[config.mk]
export PLATFORM = sky130hd
export DESIGN_NAME = div
export DESIGN_NICKNAME = d
export VERILOG_FILES = /design/src/rtl/div.sv
export SDC_FILE = /design/constraint.sdc
export NUM_CORES = 1
export LEC_CHECK = 0
export CORE_MARGIN = 3
export CORE_UTILIZATION = 30
export CTS_BUF_LIST = sky130_fd_sc_hd__clkbuf_16
export DETAILED_ROUTE_END_ITERATION = 12
export REMOVE_ABC_BUFFERS = 1
export SYNTH_ARGS = -nofsm -noshare
export SYNTH_HDL_FRONTEND = slang
export SYNTH_SLANG_ARGS = --single-unit
[constraint.sdc]
create_clock -name clk -period 17.7 [get_ports clk]
set_input_delay 3.54 -clock clk [delete_from_list [all_inputs] [get_ports clk]]
set_output_delay 3.54 -clock clk [all_outputs]
set_load 0.05 [all_outputs]
[src/rtl/div.sv]
// rtl/div.sv - sequential signed restoring divider (quotient to lo, remainder to hi)
//
// Purpose:
//   Iterative signed DATA_W-bit divider for the CPU div instruction. Operand
//   magnitudes are latched when start is accepted in IDLE. The unsigned quotient
//   and remainder are produced one bit per cycle in CALC. The signs are
//   restored in FIN. The quotient takes sign(A)^sign(B). The remainder takes
//   the sign of the dividend.
//
// Optional feature:
//   DIV_FAST_EN - when defined, an op with |A| < |B| (and B != 0) skips CALC
//   and finishes after one cycle. The results are identical; only the latency
//   changes.
//
// Ports:
//   clk      in   rising-edge clock
//   reset    in   asynchronous active-high reset
//   A        in   dividend (sampled only when start is accepted)
//   B        in   divisor  (sampled only when start is accepted)
//   start    in   operation request, honoured only in IDLE
//   hi       out  remainder of the last successful op
//   lo       out  quotient of the last successful op
//   done     out  one-cycle pulse when an op finishes
//   div_zero out  one-cycle pulse alongside done when B was zero
//   busy     out  high from the cycle after acceptance until done
module div #(
  parameter int DATA_W = 32
) (
  input  logic              clk,
  input  logic              reset,
  input  logic [DATA_W-1:0] A,
  input  logic [DATA_W-1:0] B,
  input  logic              start,
  output logic [DATA_W-1:0] hi,
  output logic [DATA_W-1:0] lo,
  output logic              done,
  output logic              div_zero,
  output logic              busy
);

  localparam int CNT_W = $clog2(DATA_W);

  typedef enum logic [1:0] {
    S_IDLE,
    S_CALC,
    S_FIN
  } state_t;

  state_t              state_q;
  logic [CNT_W-1:0]    cnt_q;
  logic [DATA_W-1:0]   rem_q;
  logic [DATA_W-1:0]   quo_q;
  logic [DATA_W-1:0]   absb_q;
  logic                sign_a_q;
  logic                sign_b_q;
  logic                dz_q;

  // Magnitudes wrap modulo 2^DATA_W, so the most negative value maps onto itself.
  // Read as unsigned, that value is the correct magnitude.
  logic [DATA_W-1:0]   abs_a;
  logic [DATA_W-1:0]   abs_b;
  assign abs_a = A[DATA_W-1] ? -A : A;
  assign abs_b = B[DATA_W-1] ? -B : B;

  // One restoring step: shift the next dividend bit into the partial remainder.
  // Then try to subtract the divisor. The partial remainder stays below |B|,
  // which is at most 2^(DATA_W-1). The shifted value therefore fits in DATA_W
  // bits, and the extra MSB of the trial works as a borrow/sign bit.
  logic [DATA_W:0]     shifted;
  logic [DATA_W:0]     trial;
  logic                trial_ok;
  assign shifted  = {rem_q, quo_q[DATA_W-1]};
  assign trial    = shifted - {1'b0, absb_q};
  assign trial_ok = ~trial[DATA_W];

  always_ff @(posedge clk or posedge reset) begin
    if (reset) begin
      state_q  <= S_IDLE;
      cnt_q    <= '0;
      rem_q    <= '0;
      quo_q    <= '0;
      absb_q   <= '0;
      sign_a_q <= 1'b0;
      sign_b_q <= 1'b0;
      dz_q     <= 1'b0;
      hi       <= '0;
      lo       <= '0;
      done     <= 1'b0;
      div_zero <= 1'b0;
      busy     <= 1'b0;
    end else begin
      done     <= 1'b0;
      div_zero <= 1'b0;
      unique case (state_q)
        S_IDLE: begin
          if (start) begin
            absb_q   <= abs_b;
            sign_a_q <= A[DATA_W-1];
            sign_b_q <= B[DATA_W-1];
            busy     <= 1'b1;
            cnt_q    <= '0;
            if (B == '0) begin
              // The quotient and remainder registers are left untouched.
              // FIN then leaves hi/lo as they are.
              dz_q    <= 1'b1;
              state_q <= S_FIN;
            end
`ifdef DIV_FAST_EN
            else if (abs_a < abs_b) begin
              dz_q    <= 1'b0;
              quo_q   <= '0;
              rem_q   <= abs_a;
              state_q <= S_FIN;
            end
`endif
            else begin
              dz_q    <= 1'b0;
              rem_q   <= '0;
              quo_q   <= abs_a;
              state_q <= S_CALC;
            end
          end
        end

        S_CALC: begin
          rem_q <= trial_ok ? trial[DATA_W-1:0] : shifted[DATA_W-1:0];
          quo_q <= {quo_q[DATA_W-2:0], trial_ok};
          cnt_q <= cnt_q + CNT_W'(1);
          if (cnt_q == CNT_W'(DATA_W - 1)) begin
            state_q <= S_FIN;
          end
        end

        S_FIN: begin
          if (dz_q) begin
            div_zero <= 1'b1;
          end else begin
            lo <= (sign_a_q ^ sign_b_q) ? -quo_q : quo_q;
            hi <= sign_a_q ? -rem_q : rem_q;
          end
          done    <= 1'b1;
          busy    <= 1'b0;
          dz_q    <= 1'b0;
          state_q <= S_IDLE;
        end

        default: begin
          state_q <= S_IDLE;
        end
      endcase
    end
  end

endmodule

==> run metrics <==
EDFF count, synth 0; Setup Fix Bufs, Post-CTS 0; die extent in x 198 um; Worst Hold End hi[22]; GR Overflow Total 0; row cnt 69; Synth Cell Area 11,100 sq um; dpl hpwl about 21,000 um; r2r worst-path depth 14; fin nets 1,509; max-cap violation count 0; register bit total from synthesis 173; count of cell types in the netlist 69; total CTS buffers 17; fraction of the yosys area taken by sequential cells 39.0%; synthesized instance count 1,310; worst path bufs/invs 2; H-Tree Level Count 4; crit path max fanout 97; pin count of the biggest net entering global routing 122; port bufs 133; most common flop cell mapped by yosys dfrtp_1; worst reg2reg setup slack 13,600 ps; WP data required 18,020 ps; Worst setup EP type flop; worst flop-to-flop path startpoint quo_q[31]; global-route wire length before repair a little under 50,000 um; Clock Skew roughly 11 ps; Tmin final 6930 ps; antenna-violating nets left 0; Final Setup Violations 0; hold buffer count at CTS 0; Max Clk Rate 144 MHz; Pleak between 5 and 6 nW; mean post-synth cell area 8.47 sq um; Peak VDD IR 108 uV; worst path cell trace clkdlybuf4s50_1 -> nor4_1 -> nand4_1 -> nand2b_1 -> nand2b_4 -> o31a_1 -> o21bai_4 -> buf_4 -> nor3_1 -> a221o_1; CTS tree done; vias in the first global route 9,060; Hold WS 479 ps; I/O pin total 134; number of antenna violations at the first check in global routing 0; Least-Margin Pin Slew 1250 ps; Synth-to-Final Area Change 20.9%; Vias 9,366; RePlAce Congestion 0.868; drt drc 0; CTS-repair resized insts 0; number of DRC markers in iteration 0 623; slowest stage delay, CP about 800 ps; Layout fillers around 3,700; critical path class in2reg; PD cells 184 nW/um^2; Post-synth ARST share 100%; share of cells above drive strength 1 approximately 4.9%; Final Hold Fails 0; clock latency on the worst-skew pair 440 ps; Final Util 37.3%; RSZ-0062 raised after global routing no; Core ar. 36,000 sq um; setup TNS 0 ps; n_diodes 0; drt wl/cell roughly 15 um; CP max-delay cell nor4_1; Via-to-Cell Ratio ~5.0; clk buf depth 2; type of the most critical hold path reg2reg; Worst-path clk slew 70 ps; DIE AREA just under 40,000 sq um; CP Data Arrival Time 7250 ps; Tcrit/Tclk final 39.2%; slew margin rel. 16.2%; Initial Util 30.8%; worst r2r dst rem_q[16]; synth warn 0; CTS root buf clkbuf_16; Clock Sinks ~170; Worst Hold Launch hi[22]; outcome completed; Die Ht slightly below 200 um; DR pass1 iterations 5; GRT Util Overall 15.0%; Startpoint Class input port; Post-Route WL between 20,000 and 30,000 um; CP top delay family simple AND/OR/NAND/NOR gates; worst hold stages 2; max-slew violations 0
-- cells by family after synthesis --
logic type | synth area share (%)
adders and majority gates | 4.46
and+or+nand+nor | 18.7
AOI/OAI and AO/OA | 20.6
DFF | 39.0
muxes | 1.12
buffers and inverters | 4.44
xor gates and xnor gates | 11.7
-- stage by stage --
stage / std cells / power, mW / worst slack, ps / instance area [sq um]
finish: 1876 / 2.47 / 10770 / 13400
CTS: 1876 / 2.48 / 10770 / 13400
detailed placement: 1845 / 2.09 / 10330 / 12800
floorplan: 1240 / 1.73 / 9470 / 10800
global route: 1876 / 2.70 / 10470 / 13400
global placement: 1845 / 2.05 / 10410 / 12800
-- worst max path at each step --
stage	to	cells past startpoint	start	slack, ps
2_1_floorplan	absb_q[0]	1	reset	9470
3_3_place_gp	quo_q[31]	10	B[4]	10410
3_5_place_dp	quo_q[31]	10	B[4]	10330
4_1_cts	quo_q[31]	10	B[4]	10770
5_1_grt	quo_q[31]	10	B[4]	10470
6_report	quo_q[31]	10	B[4]	10770
-- cell usage in the layout (no fill, tap or decap), types with 4 or more instances in the layout --
| cell type | count |
|---|---|
| a21o_1 | 7 |
| a21oi_1 | 112 |
| a31oi_1 | 4 |
| and2_1 | 7 |
| and3_1 | 6 |
| buf_4 | 11 |
| clkbuf_16 | 17 |
| clkdlybuf4s50_1 | 133 |
| dfrtp_1 | 173 |
| ha_1 | 38 |
| inv_1 | 51 |
| inv_6 | 5 |
| mux2i_1 | 9 |
| nand2_1 | 182 |
| nand2b_1 | 20 |
| nand3_1 | 42 |
| nand4_1 | 7 |
| nor2_1 | 101 |
| nor2b_1 | 7 |
| nor3_1 | 16 |
| nor4_1 | 9 |
| o21ai_0 | 127 |
| o21ai_1 | 17 |
| o21bai_1 | 5 |
| o311ai_0 | 26 |
| o31ai_1 | 28 |
| o41ai_1 | 14 |
| or3_1 | 14 |
| or4_1 | 10 |
| xnor2_1 | 37 |
| xor2_1 | 109 |
-- synth_stat cells (5+ instances only) --
cell type | number | area, sq um
mux2i_1 | 9 | 90.1
buf_4 | 5 | 37.5
buf_2 | 7 | 35.0
dfrtp_1 | 173 | 4330
xor2_1 | 109 | 955
nand2_1 | 182 | 683
ha_1 | 38 | 475
o41ai_1 | 14 | 123
a21oi_1 | 112 | 561
buf_1 | 5 | 18.8
clkbuf_1 | 52 | 195
or3_1 | 14 | 87.6
o311ai_0 | 26 | 228
a21o_1 | 7 | 52.6
o21bai_1 | 5 | 37.5
nand4_1 | 7 | 43.8
and2_1 | 7 | 43.8
xnor2_1 | 38 | 333
nor4_1 | 9 | 56.3
o31ai_1 | 28 | 210
and3_1 | 6 | 37.5
nand2b_1 | 20 | 125
nor3_1 | 16 | 80.1
nor2b_1 | 8 | 50.1
nor2_1 | 101 | 379
or4_1 | 10 | 75.1
inv_1 | 52 | 195
nand3_1 | 42 | 210
o21ai_0 | 127 | 636
o21ai_1 | 17 | 85.1
-- state kept, by name (all words and copies together), names as in the netlist --
name and flops:
absb_q 32, state_q 2, cnt_q 5, hi 32, dz_q 1, lo 32
sign_b_q 1, div_zero 1, sign_a_q 1, rem_q 32, busy 1, quo_q 32
done 1
-- worst register-to-register path, delay by kind of cell (launching register included) --
family / cells / cell delay [ps]
adder cells (fa/ha/maj): 2 / 640
AND/OR/NAND/NOR: 1 / 170
AO/OA/AOI/OAI: 7 / 1780
multiplexers: 1 / 300
flip-flops: 1 / 380
buffers and inverters: 2 / 570
XOR/XNOR: 1 / 140
-- report_power, final --
part           leakage [nW]  switching, mW  internal [mW]
registers              2.15          0.168          0.538
logic                  3.15          0.794          0.583
clock network         0.282          0.172          0.211
-- layout make-up --
cell class | instances | area, sq um | area share [%]
multi-input cells | 1015 | 6310 | 47.1
flip-flops and latches | 173 | 4330 | 32.3
well taps | 461 | 577 | 4.30
clock buffers | 17 | 425 | 3.17
clock inverters | 14 | 159 | 1.18
repair buffers | 144 | 1410 | 10.5
inverters | 52 | 200 | 1.49
-- per-layer routing --
layer | routed length (um) | vias up | share of wire, % | track usage [%]
met5 | 0 | - | 0 | 0
met4 | 342 | 0 | 1.2 | 3.70
met1 | 14700 | 4390 | 51 | 22.0
met2 | 13100 | 167 | 45 | 23.6
li1 | - | 4790 | - | -
met3 | 885 | 19 | 3.1 | 1.98
(Power assumes the default switching activity.)
